[config.mk]
export PLATFORM = sky130hd
export DESIGN_NAME = led_stream_sampler_flat
export DESIGN_NICKNAME = d
export VERILOG_FILES = /design/src/rtl/led_stream_sampler_if.sv /design/src/rtl/led_stream_sampler.sv /design/src/flat_wrapper.sv
export SDC_FILE = /design/constraint.sdc
export NUM_CORES = 1
export LEC_CHECK = 0
export CAP_MARGIN = 40
export CORE_UTILIZATION = 55
export CTS_CLUSTER_DIAMETER = 80
export CTS_CLUSTER_SIZE = 16
export DETAILED_ROUTE_END_ITERATION = 7
export PLACE_DENSITY = 0.72
export SLEW_MARGIN = 40
export SYNTH_ARGS = -nofsm -noshare
export SYNTH_HDL_FRONTEND = slang
export SYNTH_SLANG_ARGS = --single-unit
[constraint.sdc]
create_clock -name clk -period 3.7 [get_ports clk]
set_clock_uncertainty 0.05 [all_clocks]
set_input_delay 0.74 -clock clk [delete_from_list [all_inputs] [get_ports clk]]
set_output_delay 0.74 -clock clk [all_outputs]
set_load 0.02 [all_outputs]
[src/rtl/led_stream_sampler_if.sv]
// Readout stream of the LED sampler: one captured sample per valid/ready handshake.
interface led_stream_if;
    logic        out_valid;
    logic        out_ready;
    logic [10:0] out_data;
    logic        out_last;

    modport master (output out_valid, output out_data, output out_last, input out_ready);
    modport slave  (input out_valid, input out_data, input out_last, output out_ready);
endinterface

[src/rtl/led_stream_sampler.sv]
// Trigger-centred capture of {led_on_number, led} into a circular buffer,
// replayed oldest-first over a valid/ready stream once the window is complete.
module led_stream_sampler #(
    parameter int DEPTH    = 16,
    parameter int PRE_TRIG = 4
) (
    input  logic       clk,
    input  logic       rst_n,
    input  logic [7:0] led,
    input  logic [2:0] led_on_number,
    input  logic       arm,
    input  logic       trigger_ext,
    output logic       sampler_ready,
    led_stream_if.master out_if
);

    localparam int PW     = $clog2(DEPTH);
    localparam int CW     = PW + 1;
    localparam int POST_N = DEPTH - PRE_TRIG;

    typedef enum logic [2:0] {
        ST_IDLE,
        ST_FILL,
        ST_WAIT,
        ST_POST,
        ST_DONE,
        ST_READ
    } state_t;

    logic [10:0]   mem [DEPTH];

    state_t        state_q, state_d;
    logic [PW-1:0] wr_ptr_q, wr_ptr_d;
    logic [PW-1:0] rd_ptr_q, rd_ptr_d;
    logic [PW-1:0] trig_addr_q, trig_addr_d;
    logic [CW-1:0] cnt_q, cnt_d;
    logic          trig_dly_q, trig_dly_d;
    logic [10:0]   out_data_q, out_data_d;
    logic          out_last_q, out_last_d;
    logic          out_valid_q, out_valid_d;
    logic          ready_q, ready_d;
    logic          wr_en;
    logic          trig_edge;

    assign trig_edge = trigger_ext & ~trig_dly_q;

    // cnt_q counts pre-trigger writes in FILL, post-trigger writes in WAIT/POST,
    // and the index of the word currently presented in READ.
    always_comb begin
        state_d     = state_q;
        wr_ptr_d    = wr_ptr_q;
        rd_ptr_d    = rd_ptr_q;
        trig_addr_d = trig_addr_q;
        cnt_d       = cnt_q;
        trig_dly_d  = trigger_ext;
        out_data_d  = out_data_q;
        out_last_d  = out_last_q;
        wr_en       = 1'b0;

        case (state_q)
            ST_IDLE: begin
                if (arm) begin
                    wr_ptr_d = '0;
                    cnt_d    = '0;
                    state_d  = ST_FILL;
                end
            end
            ST_FILL: begin
                wr_en    = 1'b1;
                wr_ptr_d = wr_ptr_q + 1'b1;
                if (cnt_q == CW'(PRE_TRIG - 1)) begin
                    cnt_d   = '0;
                    state_d = ST_WAIT;
                end else begin
                    cnt_d = cnt_q + 1'b1;
                end
            end
            ST_WAIT: begin
                wr_en    = 1'b1;
                wr_ptr_d = wr_ptr_q + 1'b1;
                if (trig_edge) begin
                    trig_addr_d = wr_ptr_q;
                    cnt_d       = CW'(1);
                    state_d     = (POST_N == 1) ? ST_DONE : ST_POST;
                end
            end
            ST_POST: begin
                wr_en    = 1'b1;
                wr_ptr_d = wr_ptr_q + 1'b1;
                cnt_d    = cnt_q + 1'b1;
                if (cnt_q == CW'(POST_N - 1)) begin
                    state_d = ST_DONE;
                end
            end
            ST_DONE: begin
                rd_ptr_d   = trig_addr_q - PW'(PRE_TRIG);
                out_data_d = mem[trig_addr_q - PW'(PRE_TRIG)];
                out_last_d = 1'b0;
                cnt_d      = '0;
                state_d    = ST_READ;
            end
            ST_READ: begin
                if (out_if.out_ready) begin
                    if (out_last_q) begin
                        out_last_d = 1'b0;
                        state_d    = ST_IDLE;
                    end else begin
                        rd_ptr_d   = rd_ptr_q + 1'b1;
                        out_data_d = mem[rd_ptr_q + 1'b1];
                        cnt_d      = cnt_q + 1'b1;
                        out_last_d = (cnt_q == CW'(DEPTH - 2));
                    end
                end
            end
            default: begin
                state_d = ST_IDLE;
            end
        endcase

        // Arm outside IDLE wins over any handshake or trigger in the same cycle.
        if (arm && (state_q != ST_IDLE)) begin
            wr_ptr_d   = '0;
            cnt_d      = '0;
            out_last_d = 1'b0;
            state_d    = ST_FILL;
        end

        out_valid_d = (state_d == ST_READ);
        ready_d     = (state_d == ST_DONE) || (state_d == ST_READ);
    end

    always_ff @(posedge clk or negedge rst_n) begin
        if (!rst_n) begin
            state_q     <= ST_IDLE;
            wr_ptr_q    <= '0;
            rd_ptr_q    <= '0;
            trig_addr_q <= '0;
            cnt_q       <= '0;
            trig_dly_q  <= 1'b0;
            out_data_q  <= '0;
            out_last_q  <= 1'b0;
            out_valid_q <= 1'b0;
            ready_q     <= 1'b0;
        end else begin
            state_q     <= state_d;
            wr_ptr_q    <= wr_ptr_d;
            rd_ptr_q    <= rd_ptr_d;
            trig_addr_q <= trig_addr_d;
            cnt_q       <= cnt_d;
            trig_dly_q  <= trig_dly_d;
            out_data_q  <= out_data_d;
            out_last_q  <= out_last_d;
            out_valid_q <= out_valid_d;
            ready_q     <= ready_d;
        end
    end

    // Buffer contents are deliberately not reset; they are only read after a full capture.
    always_ff @(posedge clk) begin
        if (wr_en) begin
            mem[wr_ptr_q] <= {led_on_number, led};
        end
    end

    assign sampler_ready    = ready_q;
    assign out_if.out_valid = out_valid_q;
    assign out_if.out_data  = out_data_q;
    assign out_if.out_last  = out_last_q;

endmodule

[src/flat_wrapper.sv]
// flat-port wrapper written by rule: the top's interface ports become plain ports
module led_stream_sampler_flat 
#(
    parameter int DEPTH    = 16,
    parameter int PRE_TRIG = 4
)
  (clk, rst_n, led, led_on_number, arm, trigger_ext, sampler_ready, out_if_out_valid, out_if_out_data, out_if_out_last, out_if_out_ready);
  led_stream_if out_if_i ();
  input  logic clk;
  input  logic rst_n;
  input  logic [7:0] led;
  input  logic [2:0] led_on_number;
  input  logic arm;
  input  logic trigger_ext;
  output logic sampler_ready;
  output wire logic [$bits(out_if_i.out_valid)-1:0] out_if_out_valid;
  output wire logic [$bits(out_if_i.out_data)-1:0] out_if_out_data;
  output wire logic [$bits(out_if_i.out_last)-1:0] out_if_out_last;
  input wire logic [$bits(out_if_i.out_ready)-1:0] out_if_out_ready;
  assign out_if_out_valid = out_if_i.out_valid;
  assign out_if_out_data = out_if_i.out_data;
  assign out_if_out_last = out_if_i.out_last;
  assign out_if_i.out_ready = out_if_out_ready;
  led_stream_sampler #(.DEPTH(DEPTH), .PRE_TRIG(PRE_TRIG)) u_core (.clk(clk), .rst_n(rst_n), .led(led), .led_on_number(led_on_number), .arm(arm), .trigger_ext(trigger_ext), .sampler_ready(sampler_ready), .out_if(out_if_i));
endmodule
After elaboration in Yosys (flattened, before gate mapping) --
Memories as Yosys holds them, arrays and structs flattened. Cells that the tools add are included. Widths: inputs -> output; s select.
Operators by class: muxes and demuxes 31, equal/unequal tests 16, reduce and logical (&&, ||, !) cells 14, add/subtract/negate cells 4, bitwise operators 2
Operators by type and width (number):
- $mux 5 | 6
- $pmux 5 s6 | 1
- $mux 11 | 2
- $pmux 11 s2 | 1
- $mux 3 | 7
- $pmux 3 s6 | 1
- $mux 4 | 4
- $pmux 4 s2 | 2
- $eq 3x3->1 const B | 4
- $eq 5x4->1 const B | 2
- $reduce_bool 3->1 | 3
- $add 4x1->4 const B | 2
- $reduce_bool 7->1 | 1
- $eq 3x2->1 const B | 2
- $mux 1 | 6
- $ne 3x2->1 const B | 2
- $reduce_and 2->1 | 3
- $add 5x1->5 const B | 1
- $eq 5x2->1 const B | 1
- $reduce_and 5->1 | 1
- $ne 2x2->1 const B | 2
- $sub 4x3->4 const B | 1
- $eq 3x1->1 const B | 1
- $logic_not 3->1 | 1
- other kinds (10) | 10
Storage, ports and cells: input port bits 16, word-level logic and storage cells 78, register bits after elaboration 35, memories 1, bits in writable memories 176
Memory list:
- u_core.mem | depth 16, width 11, read ports 2, clocked after Yosys merged registers in 0, wr ports 1, RTL line led_stream_sampler.sv:30 | logic [10:0] mem [DEPTH];

Logic depth before layout (Yosys ltp) --
Gate-level depths: netlist of run 1.
depth after elaboration 7, gate-level depth with buffers 8

Least setup slack after synthesis of run 1 --
Ideal clock, no wire load.
path kind register to register, start point reg u_core.state_q[1], end point mem u_core.mem[4][0] (enable), setup slack 1.391 ns, required time 3.257 ns, arrival time 1.865 ns, clock period less this slack 2.309 ns, path buffers 1, library setup time 0.393 ns, cell stages (with the launch flop) 6, cells stage by stage dfrtp_1 > buf_2 > nor2_1 > nor2_1 > nand2_1 > nor3_1
Between the ends: word-level cells in the longest chain between the ends 5
RTL lines:
- from (decl) | RTL line led_stream_sampler.sv:32 | state_t state_q, state_d;
- from (signal assigned) | RTL line led_stream_sampler.sv:145 | state_q <= state_d;
- $eq 3x1->1 or $eq 3x2->1 (tied branches) | RTL line led_stream_sampler.sv:60 | case (state_q)
- $reduce_or 3->1 (no source line) *
- $mux 1 * | RTL line led_stream_sampler.sv:60
- $mux 1 * | RTL line led_stream_sampler.sv:160 | if (wr_en) begin
- $mux 1 (implied by the code) * | RTL line led_stream_sampler.sv:161 | mem[wr_ptr_q] <= {led_on_number, led};
- to (decl) | RTL line led_stream_sampler.sv:30
Mark *: on every way between the ends. The rest lies on a longest branch, timed or not.

Worst setup path after layout of run 1 --
start point reg u_core.rd_ptr_q[0], end point reg u_core.out_data_q[7] (netlist: u_core.out_if.out_data[7])
Between the ends: word-level cells in the longest chain between the ends 5
RTL lines:
- from (decl) | RTL line led_stream_sampler.sv:34 | logic [PW-1:0] rd_ptr_q, rd_ptr_d;
- from (signal assigned) | RTL line led_stream_sampler.sv:147 | rd_ptr_q <= rd_ptr_d;
- $add 4x1->4 | RTL line led_stream_sampler.sv:109 | out_data_d = mem[rd_ptr_q + 1'b1];
- $mem_v2 16x11
- $mux 11 | RTL line led_stream_sampler.sv:104 | if (out_last_q) begin
- $mux 11 | RTL line led_stream_sampler.sv:103 | if (out_if.out_ready) begin
- $pmux 11 s2 | RTL line led_stream_sampler.sv:60
- to (signal assigned) | RTL line led_stream_sampler.sv:151 | out_data_q <= out_data_d;
- to (decl) | RTL line led_stream_sampler.sv:38 | logic [10:0] out_data_q, out_data_d;
No other way between the ends. The select of a mux whose other input is x is not followed. A chain may end at the register's enable or synchronous reset.

==> impl_metrics.xml, run 1 <==
<?xml version="1.0" encoding="UTF-8"?>
<metrics>
  <group name="synth">
    <metric name="netlist_area" unit="µm²">10200</metric>
    <metric name="synth_adder_area_share" unit="%">0.858</metric>
    <metric name="yosysUniqueCellTypes" unit="">53</metric>
    <metric name="synth_top_cell_area_share" unit="%">51.8</metric>
    <metric name="post_synth_xor_area_fraction" unit="%">0.601</metric>
    <metric name="register_area_share_after_synthesis" unit="%">60.4</metric>
    <metric name="synth_cells" unit="">665</metric>
    <metric name="dominantRegCellSynth" unit="">edfxtp_1</metric>
    <metric name="syn_avg_cell_area" unit="µm²">15.3</metric>
    <metric name="synth_simple_gate_area_share" unit="%">7.14</metric>
    <metric name="postSynth.asyncResetShare" unit="%">16.6</metric>
    <metric name="synth_enable_flop_cells" unit="">176</metric>
    <metric name="yosysTopAreaCell" unit="">edfxtp_1</metric>
    <metric name="nets_in_the_synthesized_netlist" unit="">688</metric>
    <metric name="netlist_top_cells_area" unit="">edfxtp_1 (52%), mux4_2 (9.9%), dfrtp_1 (8.6%), mux2i_1 (4.7%), mux4_1 (3.3%)</metric>
    <metric name="synth_seq_cells" unit="">211</metric>
    <metric name="synth.area.mux_share" unit="%">18.5</metric>
    <metric name="synth_top_family_by_area" unit="">multiplexers</metric>
    <metric name="synth-warning-count" unit="">0</metric>
    <metric name="compound_gate_portion_of_the_synthesized_area" unit="%">8.84</metric>
  </group>
  <group name="final_layout">
    <metric name="total_area_of_multi_input_combinational_cells" unit="µm²">3720</metric>
    <metric name="area.sequential" unit="µm²">6170</metric>
    <metric name="stdcell_count" unit="">928</metric>
    <metric name="drive_gt1_share" unit="%">15.9</metric>
    <metric name="area_growth_syn_to_layout" unit="%">9.97</metric>
    <metric name="n_fill_cell" unit="">1289</metric>
    <metric name="final_net_count" unit="">710</metric>
  </group>
  <group name="sta">
    <metric name="f_max" unit="MHz">355</metric>
    <metric name="totalNegativeSetupSlack" unit="ns">0</metric>
    <metric name="clock_period_minus_final_worst_setup_slack" unit="ns">2.81</metric>
    <metric name="worst_pin_slew" unit="ns">0.879</metric>
    <metric name="setup_violations" unit="">0</metric>
    <metric name="max-slew-margin-rel" unit="%">41.4</metric>
    <metric name="hold_violations" unit="">0</metric>
    <metric name="fin_crit_share" unit="%">76.0</metric>
    <metric name="report.final.slew_viol_count" unit="">0</metric>
    <metric name="fin_hold_ws" unit="ns">0.174</metric>
    <metric name="grt_setup_unrepaired" unit="">false</metric>
  </group>
  <group name="cts">
    <metric name="cts_setup_buffers" unit="">0</metric>
    <metric name="cts.root.buffer_cell" unit="">clkbuf_16</metric>
    <metric name="tritoncts_buffer_count" unit="">17</metric>
    <metric name="cts_num_sinks" unit="">211</metric>
    <metric name="clock_tree.htree_level_count" unit="">1</metric>
    <metric name="clk-insertion-delay-late" unit="ns">0.48</metric>
    <metric name="clockBufferDepth" unit="">3</metric>
    <metric name="cts_tree" unit="">yes</metric>
    <metric name="cts_resized" unit="">0</metric>
    <metric name="post_cts_hold_buffer_count" unit="">0</metric>
    <metric name="cts.clk_slew.worst_paths" unit="ns">0.07</metric>
  </group>
  <group name="global_routing">
    <metric name="grt_pass1_wl" unit="µm">38400</metric>
    <metric name="grt_antenna_before_repair" unit="">1</metric>
    <metric name="grt_start_max_net_pins" unit="">50</metric>
    <metric name="total_gr_overflow" unit="">0</metric>
    <metric name="globalRouteTotalUtil" unit="%">26.8</metric>
    <metric name="grt_pass1_vias" unit="">6584</metric>
  </group>
  <group name="place">
    <metric name="gp_congestion" unit="">0.836</metric>
    <metric name="io_buffer_count" unit="">29</metric>
    <metric name="place_hpwl" unit="µm">15300</metric>
    <metric name="place.detailed.instances" unit="">896</metric>
  </group>
  <group name="power_and_ir_drop">
    <metric name="switchingPower" unit="mW">1.48</metric>
    <metric name="clockPowerShare" unit="%">30.4</metric>
    <metric name="share_seq_of_total_power" unit="%">52.9</metric>
    <metric name="switching_share" unit="%">26.7</metric>
    <metric name="finalPower" unit="mW">5.53</metric>
    <metric name="power.combinational.fraction" unit="%">16.7</metric>
    <metric name="cellLeakagePower" unit="nW">3.86</metric>
    <metric name="power_per_standard_cell_area" unit="nW/µm²">493</metric>
    <metric name="p_int" unit="mW">4.06</metric>
    <metric name="ir_worst_vdd" unit="mV">0.536</metric>
  </group>
  <group name="drt">
    <metric name="drt.antenna.violating_nets" unit="">0</metric>
    <metric name="route.top_layer_used" unit="">met4</metric>
    <metric name="finalWirelength" unit="µm">24600</metric>
    <metric name="drcViolationCount" unit="">6</metric>
    <metric name="dr.first_iter.drc_count" unit="">507</metric>
    <metric name="routed_wire_length_per_instance" unit="µm">26.5</metric>
    <metric name="met1_length" unit="µm">9780</metric>
    <metric name="vias" unit="">6363</metric>
    <metric name="detail_route.first_pass.iterations" unit="">8</metric>
    <metric name="vias_per_cell" unit="">6.86</metric>
    <metric name="met2RoutedLength" unit="µm">12400</metric>
    <metric name="wl_met3" unit="µm">1430</metric>
  </group>
  <group name="worst_setup_path">
    <metric name="cp_slowest_stage_delay" unit="ns">0.71</metric>
    <metric name="required" unit="ns">3.99</metric>
    <metric name="critical_path_arrival" unit="ns">3.11</metric>
    <metric name="critPathSlowestCell" unit="">ha_4</metric>
    <metric name="worstPathMaxFanout" unit="">49</metric>
    <metric name="r2r_cells" unit="">7</metric>
    <metric name="path_cells" unit="">ha_4 -&gt; buf_12 -&gt; nor2b_1 -&gt; a2111oi_0 -&gt; a31oi_1 -&gt; a21boi_0 -&gt; o41ai_1</metric>
    <metric name="reg2reg_setup_slack" unit="ns">0.89</metric>
    <metric name="crit-reg2reg-capture" unit="">u_core.out_if.out_data[7]</metric>
    <metric name="end_kind" unit="">flip-flop</metric>
    <metric name="startpoint_type" unit="">flip-flop</metric>
    <metric name="critPathKind" unit="">flip-flop to flip-flop</metric>
    <metric name="rr_startpoint" unit="">u_core.rd_ptr_q[0]</metric>
  </group>
  <group name="die">
    <metric name="num_io_pins" unit="">30</metric>
    <metric name="coreArea" unit="µm²">18100</metric>
    <metric name="chipHeight" unit="µm">138</metric>
    <metric name="floorplan_row_count" unit="">49</metric>
    <metric name="initial_core_util" unit="%">56.4</metric>
    <metric name="overall_die_area" unit="µm²">19100</metric>
    <metric name="die_width" unit="µm">138</metric>
  </group>
  <group name="worst_hold_path">
    <metric name="holdCritPathClass" unit="">input port to asynchronous set/reset pin</metric>
  </group>
  <group name="run_status">
    <metric name="outcome" unit="">finished with violations</metric>
    <metric name="violations" unit="">DRC</metric>
  </group>
  <group name="run">
    <metric name="drv.max_cap_violation_count" unit="">0</metric>
  </group>
</metrics>
[worst max-delay path: cells and delay by family, from the launching register on]
kind                     cells  cell delay (ns)
AND/OR/NAND/NOR              1             0.08
buffers and inverters        1             0.31
adder cells (fa/ha/maj)      1             0.71
flip-flops                   1             0.59
AO/OA/AOI/OAI                4             0.92
[per-layer routing]
metal,track usage (%),vias up
met4,12.2,0
met1,34.9,3266
li1,-,2729
met3,4.16,72
met2,45.0,296
met5,0,-
[power by group through the flow]
stage	registers (mW)	logic, mW	clock network (mW)
finish	2.93	0.923	1.68
global route	2.95	0.992	1.78
CTS	2.95	0.894	1.71
detailed placement	3.00	0.889	0
global placement	2.99	0.863	0
floorplan	2.91	0.688	0
[state kept, by name, summed over array words and instances, names as in the netlist]
register and cells:
u_core.state_q 3, u_core.trig_addr_q 4, u_core.out_if.out_data 11, u_core.mem 176
u_core.cnt_q 5, u_core.trig_dly_q 1, u_core.wr_ptr_q 4, u_core.rd_ptr_q 4
u_core.sampler_ready 1, u_core.out_if.out_last 1, u_core.out_if.out_valid 1
[worst max path at each step]
| stage | startpoint | to | slack, ns |
|---|---|---|---|
| floorplan | u_core.state_q[1] | u_core.mem[4][0] | 1.39 |
| global placement | out_if_out_ready | u_core.out_if.out_data[7] | 1.02 |
| detailed placement | u_core.rd_ptr_q[0] | u_core.out_if.out_data[3] | 0.96 |
| CTS | u_core.rd_ptr_q[0] | u_core.out_if.out_data[3] | 0.95 |
| global route | u_core.rd_ptr_q[0] | u_core.out_if.out_data[3] | 0.70 |
| finish | u_core.rd_ptr_q[0] | u_core.out_if.out_data[7] | 0.89 |
[final cells by class]
type | count | area share (%)
sequential | 211 | 55.0
multi-input combinational | 392 | 33.2
inverter | 12 | 0.401
tap | 229 | 2.55
antenna | 1 | 0.0223
clock inverter | 2 | 0.223
timing repair buffer | 53 | 4.51
clock buffer | 28 | 4.16
[synthesized netlist by cell type (all sizes together) (12+ instances only)]
cell type / instances
edfxtp: 176
mux4: 58
mux2i: 48
nand2: 42
buf: 35
dfrtp: 35
nor2: 27
nor2b: 27
a2111oi: 24
a31oi: 24
clkbuf: 15
nand3: 13
inv: 12
[cells by family (layout without fill, tap and decap cells)]
logic type               count (synthesis)  count (layout)
flip-flops                             211             211
AND/OR/NAND/NOR                        144             144
AO/OA/AOI/OAI                          123             123
multiplexers                           111             111
buffers and inverters                   62              95
adder cells (fa/ha/maj)                  7               7
XOR/XNOR                                 7               7
other                                    0               1
[stage by stage]
step                      util (%)  cell area, µm²  setup WS [ns]
after floorplan                  -           10200           1.39
after global placement        59.2           10700           1.02
after detailed placement      59.2           10700          0.958
after CTS                     61.9           11200          0.951
after global routing          62.0           11200          0.702
final                         62.0           11200          0.886
[cell usage in the layout (no fill, tap or decap), types with 3 or more instances in the layout]
cell,n
mux2_2,5
clkbuf_16,17
dfrtp_1,33
o41ai_1,7
a21boi_0,8
buf_12,3
a32o_1,4
buf_4,22
mux4_1,13
nand3b_1,4
ha_1,6
nand2_1,41
clkbuf_1,11
mux2i_1,48
clkdlybuf4s50_1,28
nor2b_1,27
edfxtp_1,176
and2_1,9
mux4_2,45
nor3_2,6
a21oi_1,9
xor2_1,3
a31oi_1,24
o21ai_0,11
inv_1,11
o221ai_1,5
nor2_1,27
a211oi_1,9
a22oi_1,4
o22ai_1,6
a2111oi_0,23
nand2b_1,3
nand3_1,13
Power figures use the tool's default switching activity.
==> inputs of run 2 (changes only) <==
clock period = 2.9 ns   (was 3.7 ns; I/O delays follow)
==> run 2 against run 1 <==
Effect of this change: the run still ends with DRC left; sequential cell count did not move; first-iteration DRC count grew 33%; setup slack got worse by 0.47 ns; die area unchanged; critical path depth unchanged; sequential share of layout area decreased by 0.48 points; total power grew 28%; core utilization grew 0.55 points; maximum frequency is 13% higher; hold slack gained 0.28 ns; count of clock-buffer cells in the layout did not move; highest routed layer unchanged.
==> impl_metrics.xml, run 2 (synthesis results as in run 1) <==
<?xml version="1.0" encoding="UTF-8"?>
<metrics>
  <group name="final_layout">
    <metric name="drive_gt1_share" unit="%">17.1</metric>
    <metric name="layout_commonest_cell" unit="">edfxtp_1</metric>
    <metric name="layout.core_utilization" unit="%">62.6</metric>
    <metric name="antenna-diode-count" unit="">0</metric>
    <metric name="registers.top_by_ff_count" unit="">u_core.mem</metric>
    <metric name="area_growth_syn_to_layout" unit="%">10.9</metric>
    <metric name="final_design_area_no_fill" unit="µm²">11300</metric>
    <metric name="layout_common_cells" unit="">edfxtp_1 (176), mux2i_1 (48), mux4_2 (45), nand2_1 (42), buf_4 (34)</metric>
    <metric name="largest_reg_flops" unit="">176</metric>
    <metric name="final_net_count" unit="">724</metric>
    <metric name="stdcell_count" unit="">941</metric>
  </group>
  <group name="place">
    <metric name="placed_area" unit="µm²">10800</metric>
    <metric name="gp_congestion" unit="">0.889</metric>
    <metric name="place.detailed.instances" unit="">910</metric>
    <metric name="preCtsSetupSlack" unit="ns">0.458</metric>
    <metric name="io_buffer_count" unit="">29</metric>
    <metric name="place_hpwl" unit="µm">15900</metric>
  </group>
  <group name="cts">
    <metric name="clk-insertion-delay-late" unit="ns">0.49</metric>
    <metric name="post_cts_hold_buffer_count" unit="">1</metric>
    <metric name="tritoncts_buffer_count" unit="">17</metric>
    <metric name="cts_num_sinks" unit="">211</metric>
    <metric name="cts.clk_slew.worst_paths" unit="ns">0.07</metric>
    <metric name="cts_resized" unit="">0</metric>
    <metric name="clockBufferDepth" unit="">3</metric>
    <metric name="clock_tree.htree_level_count" unit="">1</metric>
    <metric name="cts_setup_buffers" unit="">0</metric>
    <metric name="cts.root.buffer_cell" unit="">clkbuf_16</metric>
    <metric name="cts_tree" unit="">yes</metric>
  </group>
  <group name="drt">
    <metric name="drt.antenna.violating_nets" unit="">0</metric>
    <metric name="wl_met3" unit="µm">1920</metric>
    <metric name="detail_route.first_pass.iterations" unit="">8</metric>
    <metric name="met2RoutedLength" unit="µm">12200</metric>
    <metric name="met1_length" unit="µm">9690</metric>
    <metric name="dr.first_iter.drc_count" unit="">672</metric>
    <metric name="vias" unit="">6379</metric>
    <metric name="drcViolationCount" unit="">6</metric>
    <metric name="vias_per_cell" unit="">6.78</metric>
    <metric name="route.top_layer_used" unit="">met4</metric>
    <metric name="routed_wire_length_per_instance" unit="µm">26.3</metric>
    <metric name="finalWirelength" unit="µm">24700</metric>
  </group>
  <group name="sta">
    <metric name="max-slew-margin-rel" unit="%">44.7</metric>
    <metric name="grt_setup_unrepaired" unit="">false</metric>
    <metric name="totalNegativeSetupSlack" unit="ns">0</metric>
    <metric name="hold_violations" unit="">0</metric>
    <metric name="report.final.slew_viol_count" unit="">0</metric>
    <metric name="setup_violations" unit="">0</metric>
    <metric name="f_max" unit="MHz">402</metric>
    <metric name="fin_crit_share" unit="%">85.8</metric>
    <metric name="fin_hold_ws" unit="ns">0.452</metric>
    <metric name="worst_pin_slew" unit="ns">0.830</metric>
    <metric name="final_critical_path_setup_slack" unit="ns">0.412</metric>
    <metric name="clock_period_minus_final_worst_setup_slack" unit="ns">2.49</metric>
  </group>
  <group name="power_and_ir_drop">
    <metric name="power.combinational.fraction" unit="%">16.8</metric>
    <metric name="finalPower" unit="mW">7.10</metric>
    <metric name="ir_worst_vdd" unit="mV">0.616</metric>
    <metric name="switching_share" unit="%">27.0</metric>
    <metric name="p_int" unit="mW">5.18</metric>
    <metric name="share_seq_of_total_power" unit="%">52.6</metric>
    <metric name="switchingPower" unit="mW">1.92</metric>
    <metric name="power_per_standard_cell_area" unit="nW/µm²">627</metric>
    <metric name="cellLeakagePower" unit="nW">3.93</metric>
    <metric name="clockPowerShare" unit="%">30.6</metric>
  </group>
  <group name="worst_setup_path">
    <metric name="required" unit="ns">3.22</metric>
    <metric name="r2r_cells" unit="">7</metric>
    <metric name="critical_path_arrival" unit="ns">2.81</metric>
    <metric name="reg2reg_setup_slack" unit="ns">0.41</metric>
    <metric name="end_kind" unit="">flip-flop</metric>
    <metric name="crit_start" unit="">u_core.rd_ptr_q[0]</metric>
    <metric name="worstPathMaxFanout" unit="">20</metric>
    <metric name="critPathKind" unit="">flip-flop to flip-flop</metric>
    <metric name="worstSetupEndpoint" unit="">u_core.out_if.out_data[3]</metric>
    <metric name="rr_startpoint" unit="">u_core.rd_ptr_q[0]</metric>
    <metric name="startpoint_type" unit="">flip-flop</metric>
    <metric name="crit-reg2reg-capture" unit="">u_core.out_if.out_data[3]</metric>
  </group>
  <group name="die">
    <metric name="coreArea" unit="µm²">18100</metric>
    <metric name="initial_core_util" unit="%">56.4</metric>
    <metric name="die_width" unit="µm">138</metric>
    <metric name="num_io_pins" unit="">30</metric>
    <metric name="chipHeight" unit="µm">138</metric>
    <metric name="overall_die_area" unit="µm²">19100</metric>
    <metric name="floorplan_row_count" unit="">49</metric>
  </group>
  <group name="global_routing">
    <metric name="grt_pass1_vias" unit="">6492</metric>
    <metric name="total_gr_overflow" unit="">0</metric>
    <metric name="grt_start_max_net_pins" unit="">47</metric>
    <metric name="globalRouteTotalUtil" unit="%">26.5</metric>
    <metric name="grt_antenna_before_repair" unit="">0</metric>
    <metric name="grt_pass1_wl" unit="µm">38100</metric>
  </group>
  <group name="worst_hold_path">
    <metric name="holdCritPathClass" unit="">flip-flop to flip-flop</metric>
  </group>
  <group name="run_status">
    <metric name="outcome" unit="">finished with violations</metric>
    <metric name="violations" unit="">DRC</metric>
  </group>
  <group name="run">
    <metric name="drv.max_cap_violation_count" unit="">0</metric>
  </group>
</metrics>
## run 2: worst min-delay path by stage
| stage | startpoint | to | slack [ns] | cells after the start |
|---|---|---|---|---|
| final | u_core.out_if.out_data[4] | u_core.out_if.out_data[4] | 0.45 | 2 |
| after global routing | u_core.out_if.out_data[5] | u_core.out_if.out_data[5] | 0.48 | 2 |
| after CTS | u_core.out_if.out_data[4] | u_core.out_if.out_data[4] | 0.45 | 2 |
| after detailed placement | u_core.out_if.out_data[4] | u_core.out_if.out_data[4] | 0.43 | 2 |
| after global placement | u_core.out_if.out_data[4] | u_core.out_if.out_data[4] | 0.42 | 2 |
| after floorplan | rst_n | u_core.cnt_q[0] | 0.23 | 0 |
## run 2: critical path, cell delays in order, from the launching register on
cell,delay [ns]
dfrtp_2,0.52
ha_4,0.23
xnor2_2,0.61
buf_12,0.25
a2111oi_0,0.09
a31oi_1,0.16
a21boi_0,0.11
o41ai_1,0.34
## run 2: per-layer routing
layer,track usage [%],vias to the layer above
met4,11.1,0
met1,34.8,3224
li1,-,2744
met5,0,-
met3,3.78,66
met2,44.8,345
## run 2: area by class of cell
type	instances	area [µm²]
fillers	1268	6770
flip-flops and latches	211	6170
multi-input cells	392	3720
repair buffers	67	611
clock buffers	28	467
well taps	229	287
inverters	12	45.0
clock inverters	2	25.0
## run 2: power by group through the flow
stage	clock network [mW]	registers (mW)	logic (mW)
global route	2.31	3.76	1.27
global placement	0	3.77	1.14
CTS	2.19	3.73	1.19
detailed placement	0	3.80	1.18
finish	2.17	3.74	1.19
floorplan	0	3.71	0.877
